$ cat config.mk
export PLATFORM = sky130hd
export DESIGN_NAME = sqrt_arbiter_flat
export DESIGN_NICKNAME = d
export VERILOG_FILES = /design/src/rtl/sqrt_arbiter_if.sv /design/src/rtl/sqrt_arbiter.sv /design/src/flat_wrapper.sv
export SDC_FILE = /design/constraint.sdc
export NUM_CORES = 1
export LEC_CHECK = 0
export CAP_MARGIN = 20
export CORE_MARGIN = 1
export CORE_UTILIZATION = 46
export CTS_CLUSTER_DIAMETER = 50
export DETAILED_ROUTE_END_ITERATION = 7
export PLACE_DENSITY_LB_ADDON = 0.12
export SLEW_MARGIN = 15
export SYNTH_ARGS = -nofsm -noshare
export SYNTH_HDL_FRONTEND = slang
export SYNTH_SLANG_ARGS = --single-unit
export TNS_END_PERCENT = 100
$ cat constraint.sdc
create_clock -name clk_i -period 4.5 [get_ports clk_i]
set_clock_uncertainty 0.15 [all_clocks]
set_input_delay 0.9 -clock clk_i [delete_from_list [all_inputs] [get_ports clk_i]]
set_output_delay 0.9 -clock clk_i [all_outputs]
set_load 0.005 [all_outputs]
$ cat src/rtl/sqrt_arbiter_if.sv
// Requester, response and square-root core signals shared between sqrt_arbiter and its environment.
// Signal suffixes are named from the arbiter's point of view.
`timescale 1ns/1ps
interface sqrt_arbiter_if #(
    parameter int N_REQ = 4,
    parameter int DW    = 8
);
    localparam int GW = $clog2(N_REQ);

    logic [N_REQ*DW-1:0] req_dt_i;
    logic [N_REQ-1:0]    req_valid_i;
    logic [N_REQ-1:0]    req_ready_o;
    logic [DW-1:0]       rsp_dt_o;
    logic                rsp_err_o;
    logic [N_REQ-1:0]    rsp_valid_o;
    logic [N_REQ-1:0]    rsp_ready_i;
    logic                sq_enb_o;
    logic [DW-1:0]       sq_dt_o;
    logic                sq_valid_o;
    logic                sq_ready_i;
    logic [DW-1:0]       sq_dt_i;
    logic                sq_valid_i;
    logic                busy_o;
    logic [GW-1:0]       grant_o;

    modport slave (
        input  req_dt_i, req_valid_i, rsp_ready_i, sq_ready_i, sq_dt_i, sq_valid_i,
        output req_ready_o, rsp_dt_o, rsp_err_o, rsp_valid_o, sq_enb_o, sq_dt_o,
               sq_valid_o, busy_o, grant_o
    );

    modport master (
        output req_dt_i, req_valid_i, rsp_ready_i, sq_ready_i, sq_dt_i, sq_valid_i,
        input  req_ready_o, rsp_dt_o, rsp_err_o, rsp_valid_o, sq_enb_o, sq_dt_o,
               sq_valid_o, busy_o, grant_o
    );
endinterface

$ cat src/rtl/sqrt_arbiter.sv
// Round-robin arbiter that shares one iterative square-root core among N_REQ requesters,
// with a watchdog that aborts an operation the core never answers.
`timescale 1ns/1ps
module sqrt_arbiter #(
    parameter int N_REQ   = 4,
    parameter int DW      = 8,
    parameter int TIMEOUT = 64
) (
    input  logic          clk_i,
    input  logic          rstn_i,
    sqrt_arbiter_if.slave bus
);
    localparam int GW = $clog2(N_REQ);
    localparam int CW = 9;

    typedef enum logic [1:0] {IDLE, ISSUE, WAIT, RESP} state_e;

    state_e           state_q, state_d;
    logic [GW-1:0]    ptr_q, ptr_d;
    logic [GW-1:0]    grant_q, grant_d;
    logic [DW-1:0]    sq_dt_q, sq_dt_d;
    logic             sq_valid_q, sq_valid_d;
    logic             sq_enb_q, sq_enb_d;
    logic [DW-1:0]    rsp_dt_q, rsp_dt_d;
    logic             rsp_err_q, rsp_err_d;
    logic [N_REQ-1:0] rsp_valid_q, rsp_valid_d;
    logic             busy_q, busy_d;
    logic [CW-1:0]    cnt_q, cnt_d;

    logic             found;
    logic [GW-1:0]    pick;
    logic [GW-1:0]    idx;

    always_comb begin
        found = 1'b0;
        pick  = '0;
        idx   = '0;
        for (int i = 0; i < N_REQ; i++) begin
            idx = GW'((int'(ptr_q) + i) % N_REQ);
            if (!found && bus.req_valid_i[idx]) begin
                found = 1'b1;
                pick  = idx;
            end
        end
    end

    // The operand transfer completes in the same IDLE cycle it is granted.
    always_comb begin
        bus.req_ready_o = '0;
        if (state_q == IDLE && found && rstn_i) begin
            bus.req_ready_o[pick] = 1'b1;
        end
    end

    always_comb begin
        state_d     = state_q;
        ptr_d       = ptr_q;
        grant_d     = grant_q;
        sq_dt_d     = sq_dt_q;
        sq_valid_d  = sq_valid_q;
        sq_enb_d    = sq_enb_q;
        rsp_dt_d    = rsp_dt_q;
        rsp_err_d   = rsp_err_q;
        rsp_valid_d = rsp_valid_q;
        busy_d      = busy_q;
        cnt_d       = cnt_q;
        case (state_q)
            IDLE: begin
                if (found) begin
                    grant_d    = pick;
                    sq_dt_d    = bus.req_dt_i[int'(pick)*DW +: DW];
                    sq_valid_d = 1'b1;
                    sq_enb_d   = 1'b1;
                    busy_d     = 1'b1;
                    state_d    = ISSUE;
                end
            end
            ISSUE: begin
                if (bus.sq_ready_i) begin
                    sq_valid_d = 1'b0;
                    sq_dt_d    = '0;
                    cnt_d      = '0;
                    state_d    = WAIT;
                end
            end
            WAIT: begin
                cnt_d = cnt_q + 1'b1;
                // WAIT spans at most TIMEOUT+1 cycles; a result in the last one still wins.
                if (bus.sq_valid_i || cnt_q == CW'(TIMEOUT)) begin
                    rsp_dt_d             = bus.sq_valid_i ? bus.sq_dt_i : '1;
                    rsp_err_d            = !bus.sq_valid_i;
                    rsp_valid_d          = '0;
                    rsp_valid_d[grant_q] = 1'b1;
                    sq_enb_d             = 1'b0;
                    state_d              = RESP;
                end
            end
            RESP: begin
                if (bus.rsp_ready_i[grant_q]) begin
                    rsp_valid_d = '0;
                    rsp_dt_d    = '0;
                    rsp_err_d   = 1'b0;
                    busy_d      = 1'b0;
                    ptr_d       = (grant_q == GW'(N_REQ - 1)) ? '0 : grant_q + 1'b1;
                    state_d     = IDLE;
                end
            end
            default: state_d = IDLE;
        endcase
    end

    always_ff @(posedge clk_i) begin
        if (!rstn_i) begin
            state_q     <= IDLE;
            ptr_q       <= '0;
            grant_q     <= '0;
            sq_dt_q     <= '0;
            sq_valid_q  <= 1'b0;
            sq_enb_q    <= 1'b0;
            rsp_dt_q    <= '0;
            rsp_err_q   <= 1'b0;
            rsp_valid_q <= '0;
            busy_q      <= 1'b0;
            cnt_q       <= '0;
        end else begin
            state_q     <= state_d;
            ptr_q       <= ptr_d;
            grant_q     <= grant_d;
            sq_dt_q     <= sq_dt_d;
            sq_valid_q  <= sq_valid_d;
            sq_enb_q    <= sq_enb_d;
            rsp_dt_q    <= rsp_dt_d;
            rsp_err_q   <= rsp_err_d;
            rsp_valid_q <= rsp_valid_d;
            busy_q      <= busy_d;
            cnt_q       <= cnt_d;
        end
    end

    assign bus.sq_dt_o     = sq_dt_q;
    assign bus.sq_valid_o  = sq_valid_q;
    assign bus.sq_enb_o    = sq_enb_q;
    assign bus.rsp_dt_o    = rsp_dt_q;
    assign bus.rsp_err_o   = rsp_err_q;
    assign bus.rsp_valid_o = rsp_valid_q;
    assign bus.busy_o      = busy_q;
    assign bus.grant_o     = grant_q;
endmodule

$ cat src/flat_wrapper.sv
// flat-port wrapper written by rule: the top's interface ports become plain ports
module sqrt_arbiter_flat 
#(
    parameter int N_REQ   = 4,
    parameter int DW      = 8,
    parameter int TIMEOUT = 64
)
  (clk_i, rstn_i, bus_req_dt_i, bus_req_valid_i, bus_rsp_ready_i, bus_sq_ready_i, bus_sq_dt_i, bus_sq_valid_i, bus_req_ready_o, bus_rsp_dt_o, bus_rsp_err_o, bus_rsp_valid_o, bus_sq_enb_o, bus_sq_dt_o, bus_sq_valid_o, bus_busy_o, bus_grant_o);
  sqrt_arbiter_if #(.N_REQ(N_REQ), .DW(DW)) bus_i ();
  input  logic clk_i;
  input  logic rstn_i;
  input wire logic [$bits(bus_i.req_dt_i)-1:0] bus_req_dt_i;
  input wire logic [$bits(bus_i.req_valid_i)-1:0] bus_req_valid_i;
  input wire logic [$bits(bus_i.rsp_ready_i)-1:0] bus_rsp_ready_i;
  input wire logic [$bits(bus_i.sq_ready_i)-1:0] bus_sq_ready_i;
  input wire logic [$bits(bus_i.sq_dt_i)-1:0] bus_sq_dt_i;
  input wire logic [$bits(bus_i.sq_valid_i)-1:0] bus_sq_valid_i;
  output wire logic [$bits(bus_i.req_ready_o)-1:0] bus_req_ready_o;
  output wire logic [$bits(bus_i.rsp_dt_o)-1:0] bus_rsp_dt_o;
  output wire logic [$bits(bus_i.rsp_err_o)-1:0] bus_rsp_err_o;
  output wire logic [$bits(bus_i.rsp_valid_o)-1:0] bus_rsp_valid_o;
  output wire logic [$bits(bus_i.sq_enb_o)-1:0] bus_sq_enb_o;
  output wire logic [$bits(bus_i.sq_dt_o)-1:0] bus_sq_dt_o;
  output wire logic [$bits(bus_i.sq_valid_o)-1:0] bus_sq_valid_o;
  output wire logic [$bits(bus_i.busy_o)-1:0] bus_busy_o;
  output wire logic [$bits(bus_i.grant_o)-1:0] bus_grant_o;
  assign bus_i.req_dt_i = bus_req_dt_i;
  assign bus_i.req_valid_i = bus_req_valid_i;
  assign bus_i.rsp_ready_i = bus_rsp_ready_i;
  assign bus_i.sq_ready_i = bus_sq_ready_i;
  assign bus_i.sq_dt_i = bus_sq_dt_i;
  assign bus_i.sq_valid_i = bus_sq_valid_i;
  assign bus_req_ready_o = bus_i.req_ready_o;
  assign bus_rsp_dt_o = bus_i.rsp_dt_o;
  assign bus_rsp_err_o = bus_i.rsp_err_o;
  assign bus_rsp_valid_o = bus_i.rsp_valid_o;
  assign bus_sq_enb_o = bus_i.sq_enb_o;
  assign bus_sq_dt_o = bus_i.sq_dt_o;
  assign bus_sq_valid_o = bus_i.sq_valid_o;
  assign bus_busy_o = bus_i.busy_o;
  assign bus_grant_o = bus_i.grant_o;
  sqrt_arbiter #(.N_REQ(N_REQ), .DW(DW), .TIMEOUT(TIMEOUT)) u_core (.clk_i(clk_i), .rstn_i(rstn_i), .bus(bus_i));
endmodule
==> results of run 1 <==
[layer usage]
layer	up-vias	share of wire (%)	routed length [µm]	global-route usage [%]
li1	1067	-	-	-
met1	940	46	2270	24.8
met3	5	6.7	331	6.64
met2	58	47	2290	34.2
met5	-	0	0	0
met4	0	0.55	27	5.44
[worst max-delay path, stage by stage]
cell             delay [ps]
clkdlybuf4s50_1         450
nor2b_1                 170
o21ai_0                 200
o221ai_1                240
nor3_1                  240
clkdlybuf4s50_1         540
[power groups by stage]
stage,clock (µW),combinational [µW],sequential [µW]
2_1_floorplan,0,307,485
3_3_place_gp,0,551,482
3_5_place_dp,0,559,483
4_1_cts,308,562,477
5_1_grt,324,618,487
6_report,301,557,476
[Yosys cell counts (3+ instances only)]
library cell / instances
nor3_1: 5
ha_1: 10
inv_1: 19
xor2_1: 4
dfxtp_1: 39
nor2_1: 12
nand3_1: 13
nor2b_1: 7
o21ai_0: 23
a21boi_0: 5
mux2i_1: 19
nand2_1: 33
buf_2: 3
nand4_1: 3
nand2b_1: 4
nand4b_1: 4
o21a_1: 3
o221ai_1: 9
a21oi_1: 14
clkbuf_1: 9
[cells by family (layout without fill, tap and decap cells)]
| family | Yosys count | after routing | synth area share (%) |
|---|---|---|---|
| flops | 39 | 39 | 36.2 |
| fa+ha+maj | 10 | 10 | 5.80 |
| compound gates | 60 | 60 | 17.0 |
| mux | 21 | 21 | 10.4 |
| xor+xnor | 4 | 4 | 1.62 |
| buf+inv | 33 | 110 | 6.14 |
| simple gates | 95 | 95 | 22.9 |
[stage by stage]
step | instances | util [%] | hold slack (ps) | power [µW]
6_report | 391 | 69.9 | 305 | 1330
5_1_grt | 391 | 69.9 | 327 | 1430
4_1_cts | 391 | 69.9 | 311 | 1350
3_5_place_dp | 383 | 67.2 | 301 | 1040
3_3_place_gp | 383 | 67.2 | 294 | 1030
2_1_floorplan | 262 | - | 302 | 792
[final cells by class]
class	instances	area (µm²)	area share, %
Clock buffer	6	82.6	2.66
Clock inverter	2	35.0	1.13
Inverter	19	71.3	2.30
Multi-Input combinational cell	190	1240	40.1
Sequential cell	39	781	25.1
Tap cell	52	65.1	2.10
Timing Repair Buffer	83	826	26.6
[flip-flops by register name, summed over array words and instances, names as in the netlist]
name / cells
u_core.bus.busy_o: 1
u_core.bus.grant_o: 2
u_core.bus.rsp_dt_o: 8
u_core.bus.rsp_err_o: 1
u_core.bus.rsp_valid_o: 4
u_core.bus.sq_dt_o: 8
u_core.bus.sq_enb_o: 1
u_core.bus.sq_valid_o: 1
u_core.cnt_q: 9
u_core.ptr_q: 2
u_core.state_q: 2
[worst min-delay path by stage]
stage	from	end	slack (ps)	cells after the start
final	u_core.bus.rsp_valid_o[0]	u_core.bus.rsp_valid_o[0]	300	2
after global routing	u_core.bus.rsp_dt_o[3]	u_core.bus.rsp_dt_o[3]	330	2
after CTS	u_core.bus.rsp_valid_o[0]	u_core.bus.rsp_valid_o[0]	310	2
after detailed placement	u_core.bus.rsp_valid_o[0]	u_core.bus.rsp_valid_o[0]	300	2
after global placement	u_core.bus.rsp_dt_o[3]	u_core.bus.rsp_dt_o[3]	290	2
after floorplan	u_core.bus.rsp_dt_o[0]	u_core.bus.rsp_dt_o[0]	300	2
==> flow_summary_export.csv, run 1 <==
group,metric,value,unit
outcome,status,"finished, violations left",
outcome,violations,"DRC",
cts,clock-sinks,39,
timing,finalSetupViolCount,0,
power_and_ir_drop,switching_share,32.6,%
place,post-place-ws,697,ps
synth,syn_nets,324,
cts,ctsHoldBuffers,0,
timing,fin_ws,694,ps
cts,cts_tree,"done",
power_and_ir_drop,comb_power_share,41.7,%
critical_path,cp-start-kind,"primary input",
place,place_area,2990,µm²
critical_path,crit_path_start,"bus_req_valid_i[0]",
floorplanning,die_y,70.5,µm
timing,final.setup.tns,0,ps
cells_and_area,synthToLayoutAreaGrowth,43.9,%
timing,tightest_slew,778,ps
synth,synth_cell_types,40,
critical_path,critical_path_class,"in2out",
cts,cts_made_buffers,5,
place,hpwlAfterDp,3700,µm
floorplanning,die_w,70.5,µm
cts,post-cts-setup-buffer-count,0,
critical_path,reg2reg_depth,6,
timing,min_period_over_period,84.6,%
synth,avgSynthCellArea,8.24,µm²
synth,syn_area,2160,µm²
critical_path,r2r_setup_slack,2250,ps
cts,root_buffer,"clkbuf_8",
critical_path,rr_endpoint,"u_core.bus.rsp_valid_o[1]",
global_routing,grt_pass1_vias,1883,
floorplanning,core-area,4440,µm²
critical_path,crit_fanout,4,
timing,rsz0062_at_grt,"false",
power_and_ir_drop,p_per_area,430,nW/µm²
cts,cts.clk_slew.worst_paths,80,ps
floorplanning,rows,24,
cts,cts.repair.resized,0,
power_and_ir_drop,switchingPower,436,µW
critical_path,endpoint,"bus_req_ready_o[1]",
run,cap_viol_max_count,0,
detailed_routing,drt_iter0_drc,124,
cells_and_area,mostFrequentLayoutCell,"clkdlybuf4s50_1",
timing,period_minus_slack,3810,ps
power_and_ir_drop,seq_power_share,35.7,%
cells_and_area,nets,400,
synth,synth.ff_latch_count,39,
detailed_routing,route.detailed.drc,4,
cells_and_area,antenna_cells,0,
global_routing,grt_pass1_wl,8100,µm
cts,insertion_delay,290,ps
power_and_ir_drop,pwr-share-clk,22.6,%
detailed_routing,drtAntennaViolNets,0,
critical_path,critPathCaptureType,"primary output",
synth,synth_edf_count,0,
critical_path,cp.required,3450,ps
cells_and_area,final_layout_size_suffix_gt1_share,5.01,%
synth,synth_top_area_cell,"dfxtp_1",
global_routing,grt_usage,20.3,%
synth,synthArstFlopShare,0,%
critical_path,crit-reg2reg-launch,"u_core.cnt_q[0]",
synth,netlist_instances,262,
synth,ys_seq_area_share,36.2,%
power_and_ir_drop,vdd_drop_max,250,µV
floorplanning,initial_utilization,48.6,%
global_routing,gr-total-overflow,0,
synth,synth_ff_type,"dfxtp_1",
detailed_routing,wl,4930,µm
cts,cts_max_level,2,
global_routing,grt_max_degree,43,
detailed_routing,via_per_inst,5.29,
cells_and_area,fillers,357,
power_and_ir_drop,p_int,899,µW
synth,yosys-top-cells-area,"dfxtp_1 (36%), mux2i_1 (8.8%), ha_1 (5.8%), nand2_1 (5.7%), o21ai_0 (5.3%)",
detailed_routing,vias,2070,
timing,fmax,0.263,GHz
place,port_buffers,81,
hold_path,hold_class,"reg2reg",
synth,ys_warn_count,0,
cells_and_area,mostFrequentLayoutCells,"clkdlybuf4s50_1 (81), dfxtp_1 (39), nand2_1 (33), o21ai_0 (23)",
detailed_routing,first_pass_iters,6,
floorplanning,die-area,4970,µm²
cts,cts_buffer_depth,2,
global_routing,antenna_found_initial,0,
synth,synth_top_area_share,36.2,%
detailed_routing,avgRoutedWirePerCell,12.6,µm
power_and_ir_drop,p_leak,0.00115,µW
timing,max-slew-margin-rel,48.0,%
floorplanning,ios,82,
timing,slew_viol_final,0,
place,place_congestion,0.768,
timing,hold_viol,0,
cells_and_area,final_area,3110,µm²
critical_path,cp.arrival,2760,ps
Power figures use the tool's default switching activity.
==> inputs of run 2 (changes only) <==
CORE_UTILIZATION = 44   (was 46)
clock period = 3.8 ns   (was 4.5 ns; I/O delays follow)
==> run 2 against run 1 <==
Against the previous run:
- the run now ends clean
- utilization down 3.2 points
- hold slack better by 3.5 ps
- via count up 0.72%
- count of clock-buffer cells in the layout down 1
- register-to-register slack worse by 710 ps
- critical path type unchanged
- power up 23%
- non-clock buffer count up 1
- wire length up 2.5%
- cell count up 4.1%
- global-route usage down 0.23 points
- flip-flop and latch count unchanged
- critical path depth up 1
- highest routed layer unchanged
==> flow_summary_export.csv, run 2 (synthesis gave the netlist of run 1 again) <==
group,metric,value,unit
outcome,status,"completed",
global_routing,grt_max_degree,43,
global_routing,grt_usage,20.0,%
detailed_routing,via_per_inst,5.12,
detailed_routing,avgRoutedWirePerCell,12.4,µm
place,place_congestion,0.751,
timing,final.setup.tns,0,ps
global_routing,grt_pass1_wl,8200,µm
critical_path,critPathCaptureType,"primary output",
cells_and_area,fillers,403,
critical_path,critical_path_class,"in2out",
timing,fin_ws,269,ps
detailed_routing,wl,5050,µm
cts,cts_max_level,2,
cells_and_area,mostFrequentLayoutCells,"clkdlybuf4s50_1 (81), dfxtp_1 (39), nand2_1 (33), o21ai_0 (23)",
power_and_ir_drop,vdd_drop_max,239,µV
place,hpwlAfterDp,3730,µm
cells_and_area,multi_input_area,1240,µm²
cts,insertion_delay,290,ps
floorplanning,die_w,72.0,µm
timing,min_period_over_period,92.9,%
timing,rsz0062_at_grt,"false",
hold_path,hold_class,"reg2reg",
timing,finalSetupViolCount,0,
cells_and_area,mostFrequentLayoutCell,"clkdlybuf4s50_1",
cells_and_area,antenna_cells,0,
floorplanning,initial_utilization,45.7,%
critical_path,cp-start-kind,"primary input",
detailed_routing,first_pass_iters,4,
detailed_routing,drtAntennaViolNets,0,
cells_and_area,regArea,781,µm²
cts,post-cts-setup-buffer-count,0,
critical_path,cp.required,2890,ps
cts,root_buffer,"clkbuf_8",
critical_path,crit_fanout,5,
floorplanning,rows,25,
cells_and_area,largest_reg_flops,9,
floorplanning,ios,82,
cts,cts_tree,"done",
cts,cts.clk_slew.worst_paths,70,ps
detailed_routing,drt_iter0_drc,77,
place,port_buffers,81,
cts,clock-sinks,39,
timing,tightest_slew,788,ps
power_and_ir_drop,p_leak,0.00116,µW
global_routing,antenna_found_initial,0,
cts,cts_made_buffers,5,
detailed_routing,route.detailed.drc,0,
critical_path,cp.arrival,2620,ps
global_routing,grt_pass1_vias,1896,
cells_and_area,synthToLayoutAreaGrowth,46.0,%
timing,hold_viol,0,
cells_and_area,final_layout_size_suffix_gt1_share,5.29,%
cts,cts_buffer_depth,2,
floorplanning,die-area,5190,µm²
detailed_routing,vias,2085,
power_and_ir_drop,p_per_area,520,nW/µm²
run,cap_viol_max_count,0,
cells_and_area,nets,401,
timing,period_minus_slack,3530,ps
cts,ctsHoldBuffers,0,
floorplanning,core-area,4720,µm²
timing,fmax,0.283,GHz
cts,cts.repair.resized,0,
place,post-place-ws,269,ps
cells_and_area,largest-register,"u_core.cnt_q",
global_routing,gr-total-overflow,0,
timing,slew_viol_final,0,
timing,max-slew-margin-rel,46.9,%
floorplanning,die_y,72.0,µm
run 2: cell types whose count changed in the layout (fill, tap and decap cells not counted), sizes merged:
cell | previous run | this run
buf | 2 | 3
bufinv | 1 | 2
clkbuf | 6 | 5
clkinv | 1 | 0
clkinvlp | 0 | 1
run 2: area by class of cell:
cell class	instances	share of cell area (%)
clock buffer	5	2.18
multi-input combinational	190	39.5
tap	67	2.66
sequential	39	24.8
clock inverter	3	2.14
timing repair buffer	84	26.4
inverter	19	2.26
run 2: critical path, stage by stage:
cell and delay [ps]:
clkdlybuf4s50_1 480, nor2b_1 170, a21boi_0 190, o31a_1 240, inv_1 80, nor3_1 180, clkdlybuf4s50_1 530
run 2: path summary, 6_finish.rpt:
| check | start | to | slack (ps) | cells past startpoint |
|---|---|---|---|---|
| worst max-delay path | bus_req_valid_i[1] | bus_req_ready_o[2] | 270 | 7 |
| worst min-delay path | u_core.bus.rsp_valid_o[1] | u_core.bus.rsp_valid_o[1] | 310 | 2 |
| worst max register to register | u_core.cnt_q[0] | u_core.bus.rsp_dt_o[0] | 1540 | 6 |
| worst min register to register | u_core.bus.rsp_valid_o[1] | u_core.bus.rsp_valid_o[1] | 310 | 2 |
run 2: through the flow:
stage	cells	hold WS (ps)	utilization (%)	instance area, µm²	power (µW)
after global placement	399	295	63.8	3010	1230
after CTS	407	313	66.7	3150	1650
after global routing	407	337	66.7	3150	1750
final	407	308	66.7	3150	1640
after detailed placement	399	301	63.8	3010	1240
after floorplan	262	302	-	2160	938
run 2: metal layers:
metal	share of wire, %	vias up	track usage [%]
li1	-	1073	-
met1	44	946	24.0
met2	47	60	33.1
met3	7.8	6	7.64
met4	1.3	0	6.54
met5	0	-	0
run 2: power breakdown:
part	total [µW]	internal, µW	switching (µW)	leakage (µW)
registers	567	506	60.9	0.000318
clock network	410	262	148	0.0000644
logic	661	347	314	0.000776
total	1640	1110	523	0.00116
==> inputs of run 3 (changes only) <==
CTS_CLUSTER_DIAMETER = 80   (was 50)
MAX_ROUTING_LAYER = met4   (was not set)
==> run 3 against run 2 <==
Against the previous run:
- worst setup slack got worse by 5.9 ps
- hold slack better by 1.3 ps
- via count decreased by 0.24%
- flip-flop and latch count did not move
- cell count unchanged
- power about the same
- global-route usage grew 0.60 points
- critical path depth stayed put
- sequential share of layout area is the same
- critical path type unchanged
- largest power group unchanged
==> flow_summary_export.csv, run 3 (synthesis gave the netlist of run 1 again) <==
group,metric,value,unit
critical_path,cp.arrival,2630,ps
run,cap_viol_max_count,0,
critical_path,crit_fanout,5,
cts,cts.repair.resized,0,
timing,period_minus_slack,3540,ps
global_routing,grt_pass1_vias,1896,
timing,tightest_slew,777,ps
detailed_routing,route.detailed.drc,0,
cells_and_area,synthToLayoutAreaGrowth,46.0,%
critical_path,critical_path_class,"in2out",
cts,clock-sinks,39,
global_routing,antenna_found_initial,0,
detailed_routing,drtAntennaViolNets,0,
timing,hold_viol,0,
critical_path,cp.required,2890,ps
cts,cts_max_level,2,
floorplanning,die-area,5190,µm²
place,place_congestion,0.761,
floorplanning,die_y,72.0,µm
cells_and_area,antenna_cells,0,
hold_path,hold_class,"reg2reg",
critical_path,critPathCaptureType,"primary output",
global_routing,grt_usage,20.6,%
power_and_ir_drop,vdd_drop_max,238,µV
floorplanning,die_w,72.0,µm
global_routing,gr-total-overflow,0,
critical_path,critPathMostFrequentCell,"clkdlybuf4s50_1",
timing,fmax,0.283,GHz
global_routing,grt_pass1_wl,8200,µm
critical_path,cp-start-kind,"primary input",
cts,cts_made_buffers,5,
detailed_routing,first_pass_iters,4,
detailed_routing,drt_iter0_drc,78,
floorplanning,rows,25,
place,port_buffers,81,
timing,min_period_over_period,93.1,%
critical_path,cpMaxStageDelayCell,"clkdlybuf4s50_1",
place,dp_cells,399,
timing,rsz0062_at_grt,"false",
cells_and_area,largest-register,"u_core.cnt_q",
cts,post-cts-setup-buffer-count,0,
timing,finalSetupViolCount,0,
cts,cts_tree,"done",
outcome,status,"completed",
detailed_routing,avgRoutedWirePerCell,12.5,µm
detailed_routing,wl,5080,µm
power_and_ir_drop,p_leak,0.00116,µW
critical_path,cp_top_family,"buffers and inverters",
cells_and_area,postLayoutCoreUtil,66.7,%
floorplanning,initial_utilization,45.7,%
cts,cts_buffer_depth,2,
cells_and_area,nets,401,
cts,ctsHoldBuffers,0,
critical_path,crit_chain,"clkdlybuf4s50_1, nor2b_1, a21boi_0, o31a_1, inv_1, nor3_1, clkdlybuf4s50_1",
cells_and_area,final_layout_size_suffix_gt1_share,5.29,%
power_and_ir_drop,p_per_area,520,nW/µm²
cts,cts.clk_slew.worst_paths,80,ps
timing,slew_viol_final,0,
floorplanning,ios,82,
detailed_routing,vias,2080,
critical_path,cpPeakStageDelay,530,ps
cells_and_area,largest_reg_flops,9,
cts,root_buffer,"clkbuf_8",
cells_and_area,mostFrequentLayoutCells,"clkdlybuf4s50_1 (81), dfxtp_1 (39), nand2_1 (33), o21ai_0 (23)",
timing,max-slew-margin-rel,47.6,%
detailed_routing,via_per_inst,5.11,
cells_and_area,fin_cells,407,
global_routing,grt_max_degree,43,
place,hpwlAfterDp,3730,µm
critical_path,crit_buf_inv,3,
floorplanning,core-area,4720,µm²
timing,final.setup.tns,0,ps
cells_and_area,mostFrequentLayoutCell,"clkdlybuf4s50_1",
cts,insertion_delay,290,ps
==> run 3: per-stage QoR <==
step / hold slack, ps / worst slack [ps] / instance area [µm²] / power, µW
2_1_floorplan: 302 / 1180 / 2160 / 938
3_3_place_gp: 295 / 300 / 3010 / 1230
3_5_place_dp: 301 / 269 / 3010 / 1240
4_1_cts: 313 / 256 / 3150 / 1650
5_1_grt: 337 / 126 / 3150 / 1750
6_report: 309 / 263 / 3150 / 1640
==> run 3: area by class of cell <==
cell class	count	area, µm²
inverter	19	71.3
timing repair buffer	84	833
clock buffer	5	68.8
sequential	39	781
clock inverter	3	67.6
fill	403	1570
tap	67	83.8
multi-input combinational	190	1240
==> run 3: path summary, 6_finish.rpt <==
kind | start | endpoint | slack, ps | cells after the start
setup / recovery | bus_req_valid_i[1] | bus_req_ready_o[2] | 260 | 7
hold / removal | u_core.bus.rsp_valid_o[1] | u_core.bus.rsp_valid_o[1] | 310 | 2
setup reg to reg | u_core.cnt_q[0] | u_core.bus.rsp_dt_o[0] | 1550 | 6
hold reg to reg | u_core.bus.rsp_valid_o[1] | u_core.bus.rsp_valid_o[1] | 310 | 2
==> run 3: tightest hold or removal path: stages, from the launching register on <==
cell and delay [ps]:
dfxtp_1 310, nand2_1 50, o21ai_0 60
==> run 3: layer usage <==
metal  vias up  GRT usage, %  part of all wire (%)
met4         0          6.54                   1.4
met1       940          25.0                    46
met3         6          5.97                   6.6
li1       1072             -                     -
met5         -             -                     0
met2        62          33.1                    46
==> run 3: report_power, final <==
part	internal [µW]	switching, µW
Combinational	347	314
Sequential	506	61.1
Clock	262	149
==> patch 1, RTL diff (settings of run 2) <==
`N_REQ` is set to 4 in 3 places; all go to 8.
--- a/src/rtl/sqrt_arbiter_if.sv
+++ b/src/rtl/sqrt_arbiter_if.sv
@@ -2,7 +2,7 @@
 // Signal suffixes are named from the arbiter's point of view.
 `timescale 1ns/1ps
 interface sqrt_arbiter_if #(
-    parameter int N_REQ = 4,
+    parameter int N_REQ = 8,
     parameter int DW    = 8
 );
     localparam int GW = $clog2(N_REQ);
--- a/src/rtl/sqrt_arbiter.sv
+++ b/src/rtl/sqrt_arbiter.sv
@@ -2,7 +2,7 @@
 // with a watchdog that aborts an operation the core never answers.
 `timescale 1ns/1ps
 module sqrt_arbiter #(
-    parameter int N_REQ   = 4,
+    parameter int N_REQ   = 8,
     parameter int DW      = 8,
     parameter int TIMEOUT = 64
 ) (
--- a/src/flat_wrapper.sv
+++ b/src/flat_wrapper.sv
@@ -1,7 +1,7 @@
 // flat-port wrapper written by rule: the top's interface ports become plain ports
 module sqrt_arbiter_flat 
 #(
-    parameter int N_REQ   = 4,
+    parameter int N_REQ   = 8,
     parameter int DW      = 8,
     parameter int TIMEOUT = 64
 )
Ports: changed (6 resized); port bits go from 82 to 131. No check against the original RTL was run, so the function may have changed too.
==> patch 1 against run 2 <==
The run now ends with setup timing left. Sequential power increased by 23%. Power increased by 71%. Via count increased by 89%. Cell area increased by 95%. Area after synthesis increased by 79%. Clock power decreased by 7.3%. Sequential share of layout area decreased by 10 points. Non-clock buffer count increased by 129. Routed wire length increased by 130%. First-iteration DRC count increased by 58%. Worst setup slack got worse by 0.63 ns. Core utilization increased by 6.8 points. Sequential cell count increased by 6. Largest power group unchanged.
==> patch 1: results (changes against run 2) <==
* Max VDD drop at 0.361 mV (+51%)
* Hold endpoint: u_core.bus.busy_o
* DP HPWL at 8650 µm (+130%)
* Placer Congestion at 0.869 (+16%)
* Final worst slack at -0.363 ns (-0.632 ns)
* Register-to-register setup slack at -0.31 ns (-1.85 ns)
* Layout cells sized above 1 at 0.323 (+0.270)
* Post-synthesis sequential area ratio at 0.234 (-0.128)
* Worst reg2reg startpoint: u_core.ptr_q[0]
* Crit-path slowest cell: mux4_2
* Synth unique cells at 59 (+48%)
* Setup TNS at -4.21 ns (-4.21 ns)
* Placed Area at 5660 µm² (+88%)
* Crit path max fanout at 7 (+2)
* Violated checks: setup timing
* DR vias/cell at 5.48 (+7.0%)
* Final setup viols at 16 (+16)
* Leak pwr at 2.36 nW (+100%)
* Placed Cells at 683 (+71%)
* Vias in the first global route at 3853 (+100%)
* CP endpoint: bus_req_ready_o[1]
* Met3 Track Usage GR at 0.0494 (-0.0269)
* Top cells by area, synth: dfxtp_1 23%, mux2i_1 12%, mux4_2 9.4%
* Critical Path AT at 3.25 ns (+0.63 ns)
* Crit path largest cell delay at 0.56 ns (+0.03 ns)
* Nets@finish at 714 (+78%)
* Worst-path clk slew at 0.09 ns (+0.02 ns)
* Commonest cells in the netlist: 48 x mux2i_1, 45 x dfxtp_1, 38 x nor2_1
* Port bufs at 130 (+60%)
* R2r endpoint: u_core.bus.sq_dt_o[7]
* GR Layer Usage met2 at 0.448 (+0.117)
* Outcome: finished, violations left
* Design Area, Final at 6130 µm² (+95%)
* Met2 routed wirelength at 5830 µm (+150%)
* Final Non-Filler Cells at 718 (+76%)
* Filler Cell Count at 654 (+62%)
* Drt initial violations at 122 (+58%)
* WL/cell at 16.1 µm (+30%)
* Final Hold Slack at 0.322 ns (+0.0139 ns)
* DP Worst Slack at -1.05 ns (-1.32 ns)
* Worst Tran Pin Value at 0.750 ns (-0.0386 ns)
* M1 GR Usage at 0.320 (+0.0801)
## patch 1: cell types whose count changed in the layout (fill, tap and decap cells not counted), moves of 15 or more
| cell | before | now |
|---|---|---|
| buf_4 | 3 | 67 |
| clkdlybuf4s50_1 | 81 | 114 |
| mux2i_1 | 19 | 47 |
| mux2_2 | 1 | 27 |
| nor2_1 | 12 | 36 |
| mux4_2 | 1 | 16 |
## patch 1: timing repair
item / in CTS / in global routing
gates resized for setup: 95 / 5
endpoints found under the setup margin: 16 / 16
setup buffers: 27 / 1
hold endpoints to repair: 0 / 0
pin swaps: 22 / 12
## patch 1: kinds of logic after synthesis
kind of cell             after synthesis  share of synthesized area
AO/OA/AOI/OAI                         68                      0.138
XOR/XNOR                               7                     0.0159
adder cells (fa/ha/maj)               10                     0.0325
buffers and inverters                 48                     0.0594
flip-flops                            45                      0.234
multiplexers                          97                      0.315
AND/OR/NAND/NOR                      145                      0.206
## patch 1: area by class of cell
class,instances,area share
Inverter,20,0.0127
Clock buffer,6,0.0135
Tap cell,105,0.0214
Timing Repair Buffer,213,0.320
Clock inverter,2,0.00612
Sequential cell,45,0.147
Multi-Input combinational cell,327,0.479
## patch 1: worst max-delay path, delay by kind of cell (launching register included)
kind / cells / cell delay [ns]
AOI/OAI and AO/OA: 3 / 0.55
adders and majority gates: 1 / 0.33
DFF: 1 / 0.36
buffers and inverters: 4 / 0.47
muxes: 2 / 0.87
and+or+nand+nor: 3 / 0.40
## patch 1: power by group through the flow
stage / sequential (W) / combinational, W / clock [W]
floorplan: 0.000682 / 0.000897 / 0
global placement: 0.000698 / 0.00150 / 0
detailed placement: 0.000703 / 0.00152 / 0
CTS: 0.000695 / 0.00172 / 0.000392
global route: 0.000714 / 0.00187 / 0.000413
finish: 0.000696 / 0.00173 / 0.000380
==> patch 2, RTL diff (config.mk and constraints of run 2) <==
Made on the original files. Encoding of `state_e`: now Gray code (2 bits for 4 states).
--- a/src/rtl/sqrt_arbiter.sv
+++ b/src/rtl/sqrt_arbiter.sv
@@ -13,7 +13,7 @@
     localparam int GW = $clog2(N_REQ);
     localparam int CW = 9;
 
-    typedef enum logic [1:0] {IDLE, ISSUE, WAIT, RESP} state_e;
+    typedef enum logic [1:0] {IDLE = 2'b00, ISSUE = 2'b01, WAIT = 2'b11, RESP = 2'b10} state_e;
 
     state_e           state_q, state_d;
     logic [GW-1:0]    ptr_q, ptr_d;
Function: no difference found for any inputs over 10 cycles, from zero or initial values and one cycle with rstn_i low; not proved beyond that.
==> patch 2 against run 2 <==
Sequential cell count stayed put. Cell area is 3.0% lower. Area after synthesis is 4.6% lower. Synthesized cell count is 13% lower. Fmax is 4.9% lower. Routed wire length is 0.81% higher. Critical endpoint is now bus_req_ready_o[0]. Non-clock buffer count is 6 higher. Worst setup slack worse by 0.18 ns.
Power is not compared: it rests on default switching activity, and its combinational part moved more than twofold at a synthesized area within 25%.
==> patch 2: results (changes against run 2) <==
* Vias in the first global route at 1775 (-6.4%)
* Crit path largest cell delay at 0.51 ns (-0.02 ns)
* Layout cells sized above 1 at 0.0935 (+0.0406)
* Outcome: finished clean
* Max FFs per register at 9 (unchanged)
* Crit path max fanout at 4 (-1)
* Max VDD drop at 0.237 mV
* Root Driver: clkbuf_8
* 1st-pass router iterations at 4 (unchanged)
* Nets@finish at 367 (-8.5%)
* Detail Route Antenna Nets at 0 (unchanged)
* Critical Path AT at 2.80 ns (+0.18 ns)
* Clk buf depth at 2 (unchanged)
* Total CTS buffers at 5 (unchanged)
* Delay-heaviest family, CP: simple AND/OR/NAND/NOR gates
* Synth async-reset ratio at 0 (unchanged)
* Post-synthesis sequential area ratio at 0.379 (+0.0174)
* Max Slew Vio Count at 0 (unchanged)
* Filler Cell Count at 366 (-9.2%)
* Worst-path clk slew at 0.09 ns (+0.02 ns)
* DR vias at 1930 (-7.4%)
* Post-synth EDFFs at 0 (unchanged)
* Mapped Nets at 285 (-12%)
* Top cells by area, synth: dfxtp_1 38%, mux2i_1 9.2%, o221ai_2 5.8%
* DP HPWL at 3720 µm (-0.35%)
* WL/cell at 14.1 µm (+13%)
* Biggest register: u_core.cnt_q
* Placer Congestion at 0.840 (+12%)
* Port bufs at 81 (unchanged)
* Diodes inserted at 0 (unchanged)
* Crit-path slowest cell: clkdlybuf4s50_1
* Dominant synthesized flop cell: dfxtp_1
* Post-Syn Area per Cell at 9.07 µm² (+10%)
* Commonest cells in the netlist: 39 x dfxtp_1, 24 x nand2_1, 19 x mux2i_1
* Worst Tran Pin Value at 0.691 ns (-0.0971 ns)
* Drt initial violations at 94 (+22%)
* Total global-route track usage at 0.211 (+0.0106)
* DR vias/cell at 5.33 (+4.1%)
* Gr ovfl total at 0 (unchanged)
* Synth unique cells at 36 (-10%)
* Antenna violations before repair at 0 (unchanged)
* Largest net degree at the start of global routing at 43 (unchanged)
* Ys Warns at 0 (unchanged)
* First-pass GRT wire length at 8310 µm (+1.3%)
* Placed Cells at 353 (-12%)
* Register area at 781 µm² (unchanged)
* Leak pwr at 1.19 nW
* Max H-tree Level at 2 (unchanged)
* Worst skew pair latency at 0.29 ns (about the same)
* Hold Path Class: flop to flop
[patch 2: path summary, 6_finish.rpt]
check                            start                endpoint  slack [ns]  depth (start not counted)
setup / recovery    bus_req_valid_i[3]      bus_req_ready_o[0]        0.09                          7
hold reg to reg   u_core.bus.rsp_err_o    u_core.bus.rsp_err_o        0.30                          2
hold / removal    u_core.bus.rsp_err_o    u_core.bus.rsp_err_o        0.30                          2
setup reg to reg       u_core.cnt_q[0]  u_core.bus.rsp_dt_o[7]        1.52                          7
[patch 2: routing by layer]
layer,up-vias,GRT usage,part of all wire
met5,-,0,0
li1,984,-,-
met1,894,0.270,0.45
met4,0,0.0711,0.013
met2,45,0.333,0.47
met3,7,0.0664,0.065
[patch 2: metrics by stage]
stage                     setup WS (ns)  hold slack [ns]  area, µm²
after detailed placement         0.0326            0.292       2930
after floorplan                    1.02            0.296       2060
after global placement           0.0504            0.291       2930
after global routing           0.000929            0.323       3060
after CTS                        0.0202            0.305       3040
final                            0.0867            0.300       3060
[patch 2: worst reg2reg max path: stages (launching register included)]
cell and delay, ns:
dfxtp_1 0.35, inv_1 0.07, ha_1 0.15, nor4bb_1 0.40, a21oi_1 0.14, nor2_1 0.57
o21ai_0 0.21, a21boi_0 0.18
[patch 2: kinds of logic after synthesis]
group	count (synthesis)	synth area share
XOR/XNOR	1	0.00425
multiplexers	20	0.103
flip-flops	39	0.379
buffers and inverters	24	0.0504
AO/OA/AOI/OAI	57	0.225
adder cells (fa/ha/maj)	6	0.0365
AND/OR/NAND/NOR	80	0.201
[patch 2: timing repair]
action | in CTS | in global routing
gates resized for setup | 0 | 2
buffers inserted | 0 | 1
hold buffers | 0 | 0
endpoints found under the setup margin | 0 | 2
[patch 2: final cells by class]
| class | count | area share |
|---|---|---|
| well taps | 52 | 0.0213 |
| flip-flops and latches | 39 | 0.255 |
| inverters | 9 | 0.0111 |
| clock inverters | 3 | 0.0156 |
| multi-input cells | 164 | 0.386 |
| repair buffers | 90 | 0.288 |
| clock buffers | 5 | 0.0225 |
[patch 2: power by group]
| group | internal (W) | switching, W |
|---|---|---|
| clock network | 0.000199 | 0.000159 |
| registers | 0.000427 | 0.0000154 |
| logic | 0.000122 | 0.0000808 |
